$ cat src/rtl/sl_bus_scheduler_if.sv
// Signal bundle shared by the slave-bus scheduler, the per-port FIFOs and the
// downstream byte sink. The scheduler uses the master view.
interface sl_bus_scheduler_if #(
   parameter int NUM_PORTS = 4,
   parameter int PORT_BITS = 2
);
   logic [NUM_PORTS-1:0] sl_arb_request;
   logic [NUM_PORTS-1:0] sl_arb_grant;
   logic                 sl_latch_tail;
   logic [8:0]           sl_addr;
   logic [8:0]           sl_tail;
   logic [8:0]           sl_data;
   logic [7:0]           out_data;
   logic                 out_frame_end;
   logic                 out_last;
   logic                 out_valid;
   logic                 out_ready;
   logic [PORT_BITS-1:0] out_src;

   modport master (
      input  sl_arb_request, sl_tail, sl_data, out_ready,
      output sl_arb_grant, sl_latch_tail, sl_addr,
             out_data, out_frame_end, out_last, out_valid, out_src
   );

   modport slave (
      output sl_arb_request, sl_tail, sl_data, out_ready,
      input  sl_arb_grant, sl_latch_tail, sl_addr,
             out_data, out_frame_end, out_last, out_valid, out_src
   );
endinterface

$ cat src/rtl/sl_bus_scheduler.sv
// Round-robin scheduler that grants one FIFO port at a time, drains the tail
// count captured at grant time downstream, then tells the FIFO to release it.
module sl_bus_scheduler #(
   parameter int NUM_PORTS = 4,
   parameter int PORT_BITS = 2
) (
   input  logic                       clk,
   input  logic                       rst,
   sl_bus_scheduler_if.master         bus,
   output logic                       busy
);

   typedef enum logic [1:0] {
      IDLE    = 2'd0,
      CAPTURE = 2'd1,
      XFER    = 2'd2,
      RELEASE = 2'd3
   } state_t;

   // Pointer starts at the last port so that port 0 searches first.
   localparam logic [PORT_BITS-1:0] RR_INIT = PORT_BITS'(NUM_PORTS - 1);

   state_t               state_q, state_d;
   logic [NUM_PORTS-1:0] grant_q, grant_d;
   logic [PORT_BITS-1:0] winner_q, winner_d;
   logic [PORT_BITS-1:0] rr_q, rr_d;
   logic [8:0]           idx_q, idx_d;
   logic [8:0]           tail_q, tail_d;

   logic [PORT_BITS-1:0] pick;
   logic [PORT_BITS-1:0] cand;
   logic                 pick_found;
   logic                 last_byte;

   // Search (rr+1) mod NUM_PORTS upward with wrap; the first requester wins.
   always_comb begin
      pick       = '0;
      cand       = '0;
      pick_found = 1'b0;
      for (int k = 1; k <= NUM_PORTS; k++) begin
         cand = PORT_BITS'((int'(rr_q) + k) % NUM_PORTS);
         if (!pick_found && bus.sl_arb_request[cand]) begin
            pick       = cand;
            pick_found = 1'b1;
         end
      end
   end

   // tail_q is at least 1 whenever XFER is entered, so the subtraction never wraps there.
   assign last_byte = (idx_q == tail_q - 9'd1);

   // NOTE: every variable gets a default before the case so no path leaves it unassigned and no latch is inferred.
   always_comb begin
      state_d  = state_q;
      grant_d  = grant_q;
      winner_d = winner_q;
      rr_d     = rr_q;
      idx_d    = idx_q;
      tail_d   = tail_q;
      unique case (state_q)
         IDLE: begin
            if (pick_found) begin
               winner_d = pick;
               grant_d  = NUM_PORTS'(1) << pick;
               state_d  = CAPTURE;
            end
         end
         CAPTURE: begin
            tail_d  = bus.sl_tail;
            idx_d   = '0;
            state_d = (bus.sl_tail == 9'd0) ? RELEASE : XFER;
         end
         XFER: begin
            if (bus.out_ready) begin
               if (last_byte) state_d = RELEASE;
               else           idx_d   = idx_q + 9'd1;
            end
         end
         RELEASE: begin
            rr_d    = winner_q;
            grant_d = '0;
            state_d = IDLE;
         end
         default: begin
            grant_d = '0;
            state_d = IDLE;
         end
      endcase
   end

   // NOTE: sequential state uses non-blocking assignments so every register samples pre-edge values.
   always_ff @(posedge clk or posedge rst) begin
      if (rst) begin
         state_q  <= IDLE;
         grant_q  <= '0;
         winner_q <= '0;
         rr_q     <= RR_INIT;
         idx_q    <= '0;
         tail_q   <= '0;
      end else begin
         state_q  <= state_d;
         grant_q  <= grant_d;
         winner_q <= winner_d;
         rr_q     <= rr_d;
         idx_q    <= idx_d;
         tail_q   <= tail_d;
      end
   end

   // Outputs are decoded from registered state, so reset clears them at once.
   always_comb begin
      bus.sl_arb_grant  = grant_q;
      bus.sl_latch_tail = (state_q == RELEASE);
      bus.sl_addr       = '0;
      bus.out_valid     = 1'b0;
      bus.out_data      = '0;
      bus.out_frame_end = 1'b0;
      bus.out_last      = 1'b0;
      bus.out_src       = '0;
      if (state_q == XFER) begin
         bus.sl_addr       = idx_q;
         bus.out_valid     = 1'b1;
         bus.out_data      = bus.sl_data[7:0];
         bus.out_frame_end = bus.sl_data[8];
         bus.out_last      = last_byte;
         bus.out_src       = winner_q;
      end
   end

   assign busy = (state_q != IDLE);

endmodule

$ cat src/flat_wrapper.sv
// flat-port wrapper written by rule: the top's interface ports become plain ports
module sl_bus_scheduler_flat 
#(
   parameter int NUM_PORTS = 4,
   parameter int PORT_BITS = 2
)
  (clk, rst, busy, bus_sl_arb_request, bus_sl_tail, bus_sl_data, bus_out_ready, bus_sl_arb_grant, bus_sl_latch_tail, bus_sl_addr, bus_out_data, bus_out_frame_end, bus_out_last, bus_out_valid, bus_out_src);
  sl_bus_scheduler_if #(.NUM_PORTS(NUM_PORTS), .PORT_BITS(PORT_BITS)) bus_i ();
  input  logic clk;
  input  logic rst;
  output logic busy;
  input wire logic [$bits(bus_i.sl_arb_request)-1:0] bus_sl_arb_request;
  input wire logic [$bits(bus_i.sl_tail)-1:0] bus_sl_tail;
  input wire logic [$bits(bus_i.sl_data)-1:0] bus_sl_data;
  input wire logic [$bits(bus_i.out_ready)-1:0] bus_out_ready;
  output wire logic [$bits(bus_i.sl_arb_grant)-1:0] bus_sl_arb_grant;
  output wire logic [$bits(bus_i.sl_latch_tail)-1:0] bus_sl_latch_tail;
  output wire logic [$bits(bus_i.sl_addr)-1:0] bus_sl_addr;
  output wire logic [$bits(bus_i.out_data)-1:0] bus_out_data;
  output wire logic [$bits(bus_i.out_frame_end)-1:0] bus_out_frame_end;
  output wire logic [$bits(bus_i.out_last)-1:0] bus_out_last;
  output wire logic [$bits(bus_i.out_valid)-1:0] bus_out_valid;
  output wire logic [$bits(bus_i.out_src)-1:0] bus_out_src;
  assign bus_i.sl_arb_request = bus_sl_arb_request;
  assign bus_i.sl_tail = bus_sl_tail;
  assign bus_i.sl_data = bus_sl_data;
  assign bus_i.out_ready = bus_out_ready;
  assign bus_sl_arb_grant = bus_i.sl_arb_grant;
  assign bus_sl_latch_tail = bus_i.sl_latch_tail;
  assign bus_sl_addr = bus_i.sl_addr;
  assign bus_out_data = bus_i.out_data;
  assign bus_out_frame_end = bus_i.out_frame_end;
  assign bus_out_last = bus_i.out_last;
  assign bus_out_valid = bus_i.out_valid;
  assign bus_out_src = bus_i.out_src;
  sl_bus_scheduler #(.NUM_PORTS(NUM_PORTS), .PORT_BITS(PORT_BITS)) u_core (.clk(clk), .rst(rst), .bus(bus_i), .busy(busy));
endmodule
$ cat config.mk
export PLATFORM = sky130hd
export DESIGN_NAME = sl_bus_scheduler_flat
export DESIGN_NICKNAME = d
export VERILOG_FILES = /design/src/rtl/sl_bus_scheduler_if.sv /design/src/rtl/sl_bus_scheduler.sv /design/src/flat_wrapper.sv
export SDC_FILE = /design/constraint.sdc
export NUM_CORES = 1
export LEC_CHECK = 0
export BUFFER_PORTS_ARGS = -buffer_cell sky130_fd_sc_hd__buf_2
export CAP_MARGIN = 20
export CORE_MARGIN = 8
export CORE_UTILIZATION = 53
export DETAILED_ROUTE_END_ITERATION = 10
export GPL_ROUTABILITY_DRIVEN = 0
export PLACE_DENSITY = 0.89
export SLEW_MARGIN = 10
export SYNTH_ARGS = -nofsm -noshare
export SYNTH_HDL_FRONTEND = slang
export SYNTH_SLANG_ARGS = --single-unit
$ cat constraint.sdc
create_clock -name clk -period 2.6 [get_ports clk]
set_input_delay 0.13 -clock clk [delete_from_list [all_inputs] [get_ports clk]]
set_output_delay 0.13 -clock clk [all_outputs]
set_load 0.05 [all_outputs]
==> Word-level counts from Yosys, hierarchy flattened <==
Cells that the tools add are included.
{ "totals": {"ff_bits": 28, "inputBits": 25, "wordCells": 72} }
{ "classes": {"n_addsub": 6, "magnitude_cmp": 4, "n_eq_ne": 8, "shifts": 1, "n_mux": 32, "n_reduce_logical": 15} }
{ "op_table": {"columns": ["operator", "n"], "rows": [
  ["2-to-1 mux 9 bit", 3],
  ["one-hot mux 9 bit (2 select lines)", 1],
  ["2-to-1 mux 2 bit", 8],
  ["< comparator 2 x 3 -> 1 bit (second input constant)", 4],
  ["2-to-1 mux 1 bit", 12],
  ["adder 9 x 1 -> 9 bit (second input constant)", 1],
  ["equality test 9 bit", 1],
  ["logical NOT 9 bit", 1],
  ["subtractor 9 x 1 -> 9 bit (second input constant)", 1],
  ["binary-select mux 1 bit (select 2 bit)", 4],
  ["2-to-1 mux 8 bit", 1],
  ["one-hot mux 2 bit (4 select lines)", 1],
  ["one-hot mux 4 bit (2 select lines)", 1],
  ["AND reduction 3 bit", 2],
  ["nonzero test 2 bit", 3],
  ["adder 2 x 1 -> 2 bit (second input constant)", 2],
  ["adder 2 bit (second input constant)", 2],
  ["equality test 2 bit (second input constant)", 2],
  ["2-to-1 mux 4 bit", 1],
  ["!= test 2 x 1 -> 1 bit (second input constant)", 2],
  ["!= test 2 bit (second input constant)", 2],
  ["AND reduction 2 bit", 2],
  ["left shift 1 x 2 -> 4 bit (first input constant)", 1],
  ["logical AND 1 bit", 3],
  ["other kinds (3)", 5]
]} }

==> Longest topological paths before layout <==
Gate-level depths: netlist of run 1.
{ "logic_depth": {"ltp_word": 16, "mapped_depth": 10, "mapped_depth_nobuf": 9} }

==> Least setup slack after synthesis of run 1 <==
Ideal clock, no wire load.
{ "synth_timing": {"kind": "flip-flop to flip-flop", "start": "register u_core.tail_q[0]", "end": "register u_core.idx_q[1]", "setup_time_ps": 120, "arrival_ps": 2187, "required_ps": 2480, "path_slack_ps": 293, "path_stages_with_launch": 10, "period_less_slack_ps": 2307, "path_cell_list": "dfrtp_1 -> inv_1 -> ha_1 -> o21ba_2 -> a221oi_1 -> a41oi_1 -> a2111oi_4 -> a21oi_2 -> buf_6 -> a31o_1"} }
{ "synth_via": {"elab_chain_len": 4} }
{ "synth_lines": {"columns": ["element", "line_no", "source"], "rows": [
  ["start: declaration", "sl_bus_scheduler.sv:28", "logic [8:0] tail_q, tail_d;"],
  ["start signal: assignment", "sl_bus_scheduler.sv:106", "tail_q <= tail_d;"],
  ["subtractor 9 x 1 -> 9 bit", "sl_bus_scheduler.sv:50", "assign last_byte = (idx_q == tail_q - 9'd1);"],
  ["equality test 9 bit", "sl_bus_scheduler.sv:50", null],
  ["!= test 2 bit (no source line)", null, null],
  ["AND reduction 3 bit (no source line)", null, null],
  ["end signal: assignment", "sl_bus_scheduler.sv:105", "idx_q <= idx_d;"],
  ["end: declaration", "sl_bus_scheduler.sv:27", "logic [8:0] idx_q, idx_d;"]
]} }
No other way between the ends.
A chain may end at the register's enable or synchronous reset.

==> Worst setup path after layout of run 1 <==
Same ends and word-level chain as after synthesis.

==> metrics.cfg, run 1 <==
[status]
status=finished clean

[finish]
final_cells=326
antenna_cells=0
fin_nets=310
multi_input_area_um2=1200
ff_latch_area_um2=704
syn_to_final_growth_pct=24.9
drive_above_1_share_pct=34.9
fill_cells=286

[floorplan]
dieArea_um2=5880
start_util_pct=54.2
core_area_um2=3610
core.rowCount=22
io-pin-count=53
die_h_um=76.7
die-width_um=76.7

[critical_path]
crit_chain=buf_6 > or4_4 > a31oi_4 > o31ai_4 > a2111oi_4 > buf_4 > a21oi_4 > buf_6 > a31o_1
r2r-end=u_core.idx_q[1]$_DFFE_PP0P_
worstPathArrival_ns=2.77
end_kind=flop
cp_slowest_stage_delay_ns=0.55
critPathTopFamily=compound AO/OA/AOI/OAI gates
worst_path_max_delay_cell=or4_4
path_max_fanout=12
worst_setup_path_start_kind=flop
reg2reg_from=u_core.tail_q[0]$_DFFE_PP0P_
crit_top_cell=buf_6
r2r_slack_ns=0.009
cp.required_ns=2.78
crit_type=flop to flop
reg2reg_depth=9
path_buf_inv=3

[timing]
tightest_slew_ns=0.482
relSlewSlack_pct=67.6
holdWs_ns=0.0802
setup_viol=0
rsz0062_at_grt=yes
timing.fmax_ghz=0.386
hold_viol=0
finalCritPeriodShare_pct=99.6
fin_worst_skew_ns=0.00796
min_period_ns=2.59
drv_slew=0

[synth]
yosys_register_bits=28
yosys_most_used_dff=dfrtp_1
synth_top_area_share_pct=33.3
yosysMostFrequentCell=dfrtp_1
avgSynthCellArea_um2=8.92
synth.net_count=250
netlist.top_cell.by_area=dfrtp_1
synth-edff-count=0
syn_inst=219
synth_cell_types=52
netlist_top_cells_count=dfrtp_1, and2_1, nand2_1
synth_area_um2=1950
ys_warn_count=0
ys_seq_area_share_pct=36.0
synth_area_leaders=dfrtp_1, and2_1, mux2_2
synth-async-reset-ratio_pct=100

[grt]
grt_pass1_wl_mm=8.10
overflow=0
antenna_found_initial=0
grt_pass1_vias=1787
grt_max_degree=29
track_usage_pct=16.4

[detailed_routing]
drt_iter0_drc=165
vias_per_cell=5.65
finalWirelength_mm=5.06
routedWlPerCell_um=15.5
vias=1842
drt-pass1-iter-count=5
drc=0
ant_nets=0

[placement]
dp_hpwl_mm=3.59
placed_cells=316
portBuffers=52

[power]
power.leakage_nw=1.21
peakVddDrop_uv=770
power_density_nw_per_um2=1160

[flow_run]
max_cap_violations=0

[clock_tree]
cts_sinks=28
cts-buffers-inserted=3
root_buffer=clkbuf_8
cts_tree=built
cts_max_level=1
clkTransAtPathRegs_ns=0.10
clk_latency_ns=0.28
clock_path_buffers=2

[worst_hold_path]
hold_depth=3
min_from=bus_sl_tail[0]
hp-class=input pin to flop
whs_endpoint=u_core.tail_q[0]$_DFFE_PP0P_

through the flow:
stage	setup WS, ns	util (%)	instance area (µm²)	power (mW)	setup TNS [ns]
floorplan	0.293	-	1950	2.05	0
finish	0.00913	67.7	2440	2.84	0
global placement	0.124	62.9	2270	2.34	0
CTS	0.0102	65.3	2350	2.69	0
detailed placement	0.0251	62.9	2270	2.38	0
global route	-0.0801	67.7	2440	3.03	-0.389
timing repair:
action                                  4_1_cts  5_1_grt
endpoints found under the setup margin        4       10
gates resized for setup                       3       12
endpoints found under the hold margin        26        0
setup buffers                                 1        4
pin swaps                                     0        3
gates cloned                                  0        0
hold buffers                                  1        0
area by class of cell:
type	count	share of cell area (%)
flip-flops and latches	28	28.9
well taps	48	2.46
clock buffers	4	2.26
multi-input cells	170	49.2
repair buffers	65	15.5
inverters	11	1.69
tightest hold or removal path: stages:
cell and delay [ns]:
buf_2 0.09, nand2_1 0.04, o21ai_0 0.07
power breakdown:
part / leakage [nW] / switching (mW) / internal (mW)
clock network: 0.0288 / 0.146 / 0.136
registers: 0.353 / 0.214 / 0.602
logic: 0.823 / 1.07 / 0.670
total: 1.21 / 1.43 / 1.41
cells in the final DEF (no fill, tap or decap), types with 3 or more instances in the layout:
master and instances:
a21oi_1 9, a21oi_2 3, a31o_1 4, a31oi_1 4
a41o_1 3, and2_1 22, and3_1 5, buf_2 51
buf_4 10, clkbuf_8 4, dfrtp_1 25, ha_1 5
inv_1 11, mux2_2 9, nand2_1 22, nand4_1 3
nor2_1 21, nor4_1 3, o21ai_0 10, xnor2_1 4
xor2_1 5
sequential cells by signal, indices dropped and copies added (netlist names):
name	flops
u_core.winner_q	2
u_core.idx_q	9
u_core.bus.sl_arb_grant	4
u_core.tail_q	9
u_core.rr_q	2
u_core.state_q	2
cell families after synthesis:
kind of cell / synth area share [%]
AND/OR/NAND/NOR: 24.3
multiplexers: 6.28
AO/OA/AOI/OAI: 20.4
XOR/XNOR: 4.04
adder cells (fa/ha/maj): 3.84
buffers and inverters: 5.06
flip-flops: 36.0
routing by layer:
layer | vias to the layer above | share of wire, % | track usage (%)
met5 | - | 0 | 0
li1 | 895 | - | -
met1 | 874 | 42 | 18.8
met3 | 11 | 5.1 | 3.26
met4 | 0 | 2.1 | 6.73
met2 | 62 | 51 | 28.8
how the worst max path moves through the flow:
stage	slack, ns	from	cells past startpoint	to
global route	-0.08	u_core.tail_q[0]$_DFFE_PP0P_	10	u_core.idx_q[2]$_DFFE_PP0P_
finish	0.009	u_core.tail_q[0]$_DFFE_PP0P_	9	u_core.idx_q[1]$_DFFE_PP0P_
CTS	0.01	u_core.tail_q[0]$_DFFE_PP0P_	7	bus_out_last
detailed placement	0.03	u_core.tail_q[1]$_DFFE_PP0P_	10	u_core.idx_q[2]$_DFFE_PP0P_
global placement	0.12	u_core.tail_q[1]$_DFFE_PP0P_	10	u_core.idx_q[2]$_DFFE_PP0P_
floorplan	0.29	u_core.tail_q[0]$_DFFE_PP0P_	9	u_core.idx_q[1]$_DFFE_PP0P_
No activity file was read; power rests on OpenSTA's default activity.
==> inputs of run 2 (changes only) <==
- BUFFER_PORTS_ARGS: -buffer_cell sky130_fd_sc_hd__buf_2 -> unset
- CORE_UTILIZATION: 53 -> 63
- CTS_BUF_LIST: unset -> sky130_fd_sc_hd__clkbuf_4 sky130_fd_sc_hd__clkbuf_8 sky130_fd_sc_hd__clkbuf_16
- DONT_BUFFER_PORTS: unset -> 1
- GPL_ROUTABILITY_DRIVEN: 0 -> unset
- PLACE_DENSITY: 0.89 -> 0.87
==> run 2 against run 1 <==
Routed wire length grew 3.1%. Core utilization up 9.5 points. Power grew 1.1%. Sequential share of layout area grew 1.5 points. Sequential power increased by 7.0%. Highest routed layer unchanged. Maximum frequency up 0.69%. Non-clock buffer count is 38 lower. Hold slack worse by 0.013 ns. First-iteration DRC count decreased by 7.9%. Die area fell by 13%. Register-to-register slack improved by 0.03 ns. Largest cell class unchanged. Cell area decreased by 5.0%.
==> metrics.cfg, run 2 (same netlist as run 1, synthesis figures left out) <==
[grt]
grt_pass1_wl_mm=8.20  ; was 8.10 mm
grt_pass1_vias=1771  ; was 1787
overflow=0  ; unchanged
track_usage_pct=19.5  ; was 16.4%
antenna_found_initial=0  ; unchanged
grt_max_degree=29  ; unchanged

[timing]
fin_worst_skew_ns=0.0125  ; was 0.00796 ns
setup_viol=0  ; unchanged
drv_slew=0  ; unchanged
timing.final.ws_setup_ns=0.0268  ; was 0.00913 ns
min_period_ns=2.57  ; was 2.59 ns
hold_viol=0  ; unchanged
holdWs_ns=0.0672  ; was 0.0802 ns
relSlewSlack_pct=52.1  ; was 67.6%
finalCritPeriodShare_pct=99.0  ; was 99.6%
timing.fmax_ghz=0.389  ; was 0.386 GHz
tightest_slew_ns=0.719  ; was 0.482 ns

[placement]
place_congestion=0.879
post_dp_cell_area_um2=2010  ; was 2270 µm²
dp_hpwl_mm=3.63  ; was 3.59 mm
portBuffers=0  ; was 52
pre_cts_slack_ns=-0.0384  ; was 0.0251 ns
placed_cells=252  ; was 316

[critical_path]
cp.required_ns=2.47  ; was 2.78 ns
end_kind=primary output  ; was flop
crit_type=flop to primary output  ; was flop to flop
cp_slowest_stage_delay_ns=0.54  ; was 0.55 ns
worstPathArrival_ns=2.44  ; was 2.77 ns
worst_path_max_delay_cell=or4_4  ; unchanged
path_max_fanout=4  ; was 12
crit_chain=buf_6 > or4_4 > a31oi_4 > o31ai_4 > a2111oi_4 > and2_4  ; was buf_6 > or4_4 > a31oi_4 > o31ai_4 > a2111oi_4 > buf_4 > a21oi_4 > buf_6 > a31o_1
worst_setup_path_start_kind=flop  ; unchanged

[finish]
drive_above_1_share_pct=21.7  ; was 34.9%
antenna_cells=0  ; unchanged
final_cells=273  ; was 326
fin_area_um2=2320  ; was 2440 µm²
fill_cells=194  ; was 286
layout_commonest_cell=dfrtp_1  ; was buf_2
final_cell_mix=dfrtp_1, nand2_1, and2_1, nor2_1, buf_4  ; was buf_2, dfrtp_1, nand2_1, and2_1, nor2_1
syn_to_final_growth_pct=18.6  ; was 24.9%
fin_nets=272  ; was 310

[clock_tree]
cts-buffers-inserted=3  ; unchanged
cts_sinks=28  ; unchanged
clkTransAtPathRegs_ns=0.16  ; was 0.10 ns
root_buffer=clkbuf_4  ; was clkbuf_8
clk_latency_ns=0.33  ; was 0.28 ns
cts_max_level=1  ; unchanged
cts_tree=built  ; unchanged
clock_path_buffers=2  ; unchanged

[detailed_routing]
drc=0  ; unchanged
drt_iter0_drc=152  ; was 165
vias_per_cell=6.30  ; was 5.65
finalWirelength_mm=5.21  ; was 5.06 mm
ant_nets=0  ; unchanged
vias=1721  ; was 1842
routedWlPerCell_um=19.1  ; was 15.5 µm
drt-pass1-iter-count=4  ; was 5

[flow_run]
max_cap_violations=0  ; unchanged

[floorplan]
core_area_um2=3000  ; was 3610 µm²
core.rowCount=20  ; was 22
die-width_um=71.7  ; was 76.7 µm
start_util_pct=65.0  ; was 54.2%
dieArea_um2=5140  ; was 5880 µm²
die_h_um=71.7  ; was 76.7 µm
io-pin-count=53  ; unchanged

[power]
power_density_nw_per_um2=1240  ; was 1160 nW/µm²
power.leakage_nw=1.04  ; was 1.21 nW
total_power_mw=2.87  ; was 2.84 mW
peakVddDrop_uv=740  ; was 770 µV

[status]
status=finished clean  ; unchanged

[worst_hold_path]
hp-class=input pin to flop  ; unchanged

-- run 2: cell count changes in the layout (fill, tap and decap cells not counted), moves of 3 or more --
| cell | delta |
|---|---|
| buf_2 | -51 |
| buf_4 | +4 |
| clkbuf_4 | +3 |
| clkbuf_8 | -4 |
| dlygate4sd3_1 | +9 |
-- run 2: area by class of cell --
cell class	count	area, µm²	share of cell area [%]
inverters	11	41.3	1.78
repair buffers	27	255	11.0
flip-flops and latches	28	704	30.4
well taps	33	41.3	1.78
clock buffers	3	22.5	0.972
multi-input cells	170	1220	52.8
clock inverters	1	30.0	1.30
-- run 2: worst max-delay path, delay by kind of cell (launching register included) --
family	cells	cell delay (ns)
flip-flops	1	0.46
AO/OA/AOI/OAI	3	0.67
buffers and inverters	1	0.15
AND/OR/NAND/NOR	2	0.84
-- run 2: metal layers --
metal	GRT usage [%]	share of wire, %	vias to the layer above
met3	5.02	5.2	7
met5	0	0	-
met4	7.03	1.2	0
met2	34.3	52	48
li1	-	-	818
met1	21.9	41	848
-- run 2: per-stage QoR --
stage | utilization (%) | setup TNS, ns
6_report | 77.2 | 0
5_1_grt | 77.2 | -0.121
4_1_cts | 72.9 | 0
3_5_place_dp | 67.0 | -0.0574
3_3_place_gp | 67.0 | 0
2_1_floorplan | - | 0
-- run 2: final timing paths --
path,from,end,slack (ns),cells after the start
min in group asynchronous,rst,u_core.idx_q[8]$_DFFE_PP0P_,0.18,2
min,bus_sl_tail[6],u_core.state_q[0]$_DFFE_PP0P_,0.07,2
max in group asynchronous,rst,u_core.rr_q[0]$_DFFE_PP1P_,1.95,3
max,u_core.tail_q[0]$_DFFE_PP0P_,bus_out_last,0.03,6
min reg2reg,u_core.rr_q[0]$_DFFE_PP1P_,u_core.rr_q[0]$_DFFE_PP1P_,0.52,2
max reg2reg,u_core.tail_q[0]$_DFFE_PP0P_,u_core.idx_q[2]$_DFFE_PP0P_,0.04,9
-- run 2: timing repair --
action,CTS,global route
hold buffers,10,0
pin swaps,2,4
buffers inserted,2,4
endpoints found under the hold margin,35,0
gates cloned,0,0
gates resized for setup,3,12
endpoints found under the setup margin,4,11
-- run 2: report_power, final --
part / internal [mW] / total, mW / leakage, nW / switching, mW
clock network: 0.156 / 0.291 / 0.0279 / 0.135
registers: 0.600 / 0.874 / 0.353 / 0.274
logic: 0.661 / 1.70 / 0.655 / 1.04
total: 1.42 / 2.87 / 1.04 / 1.45
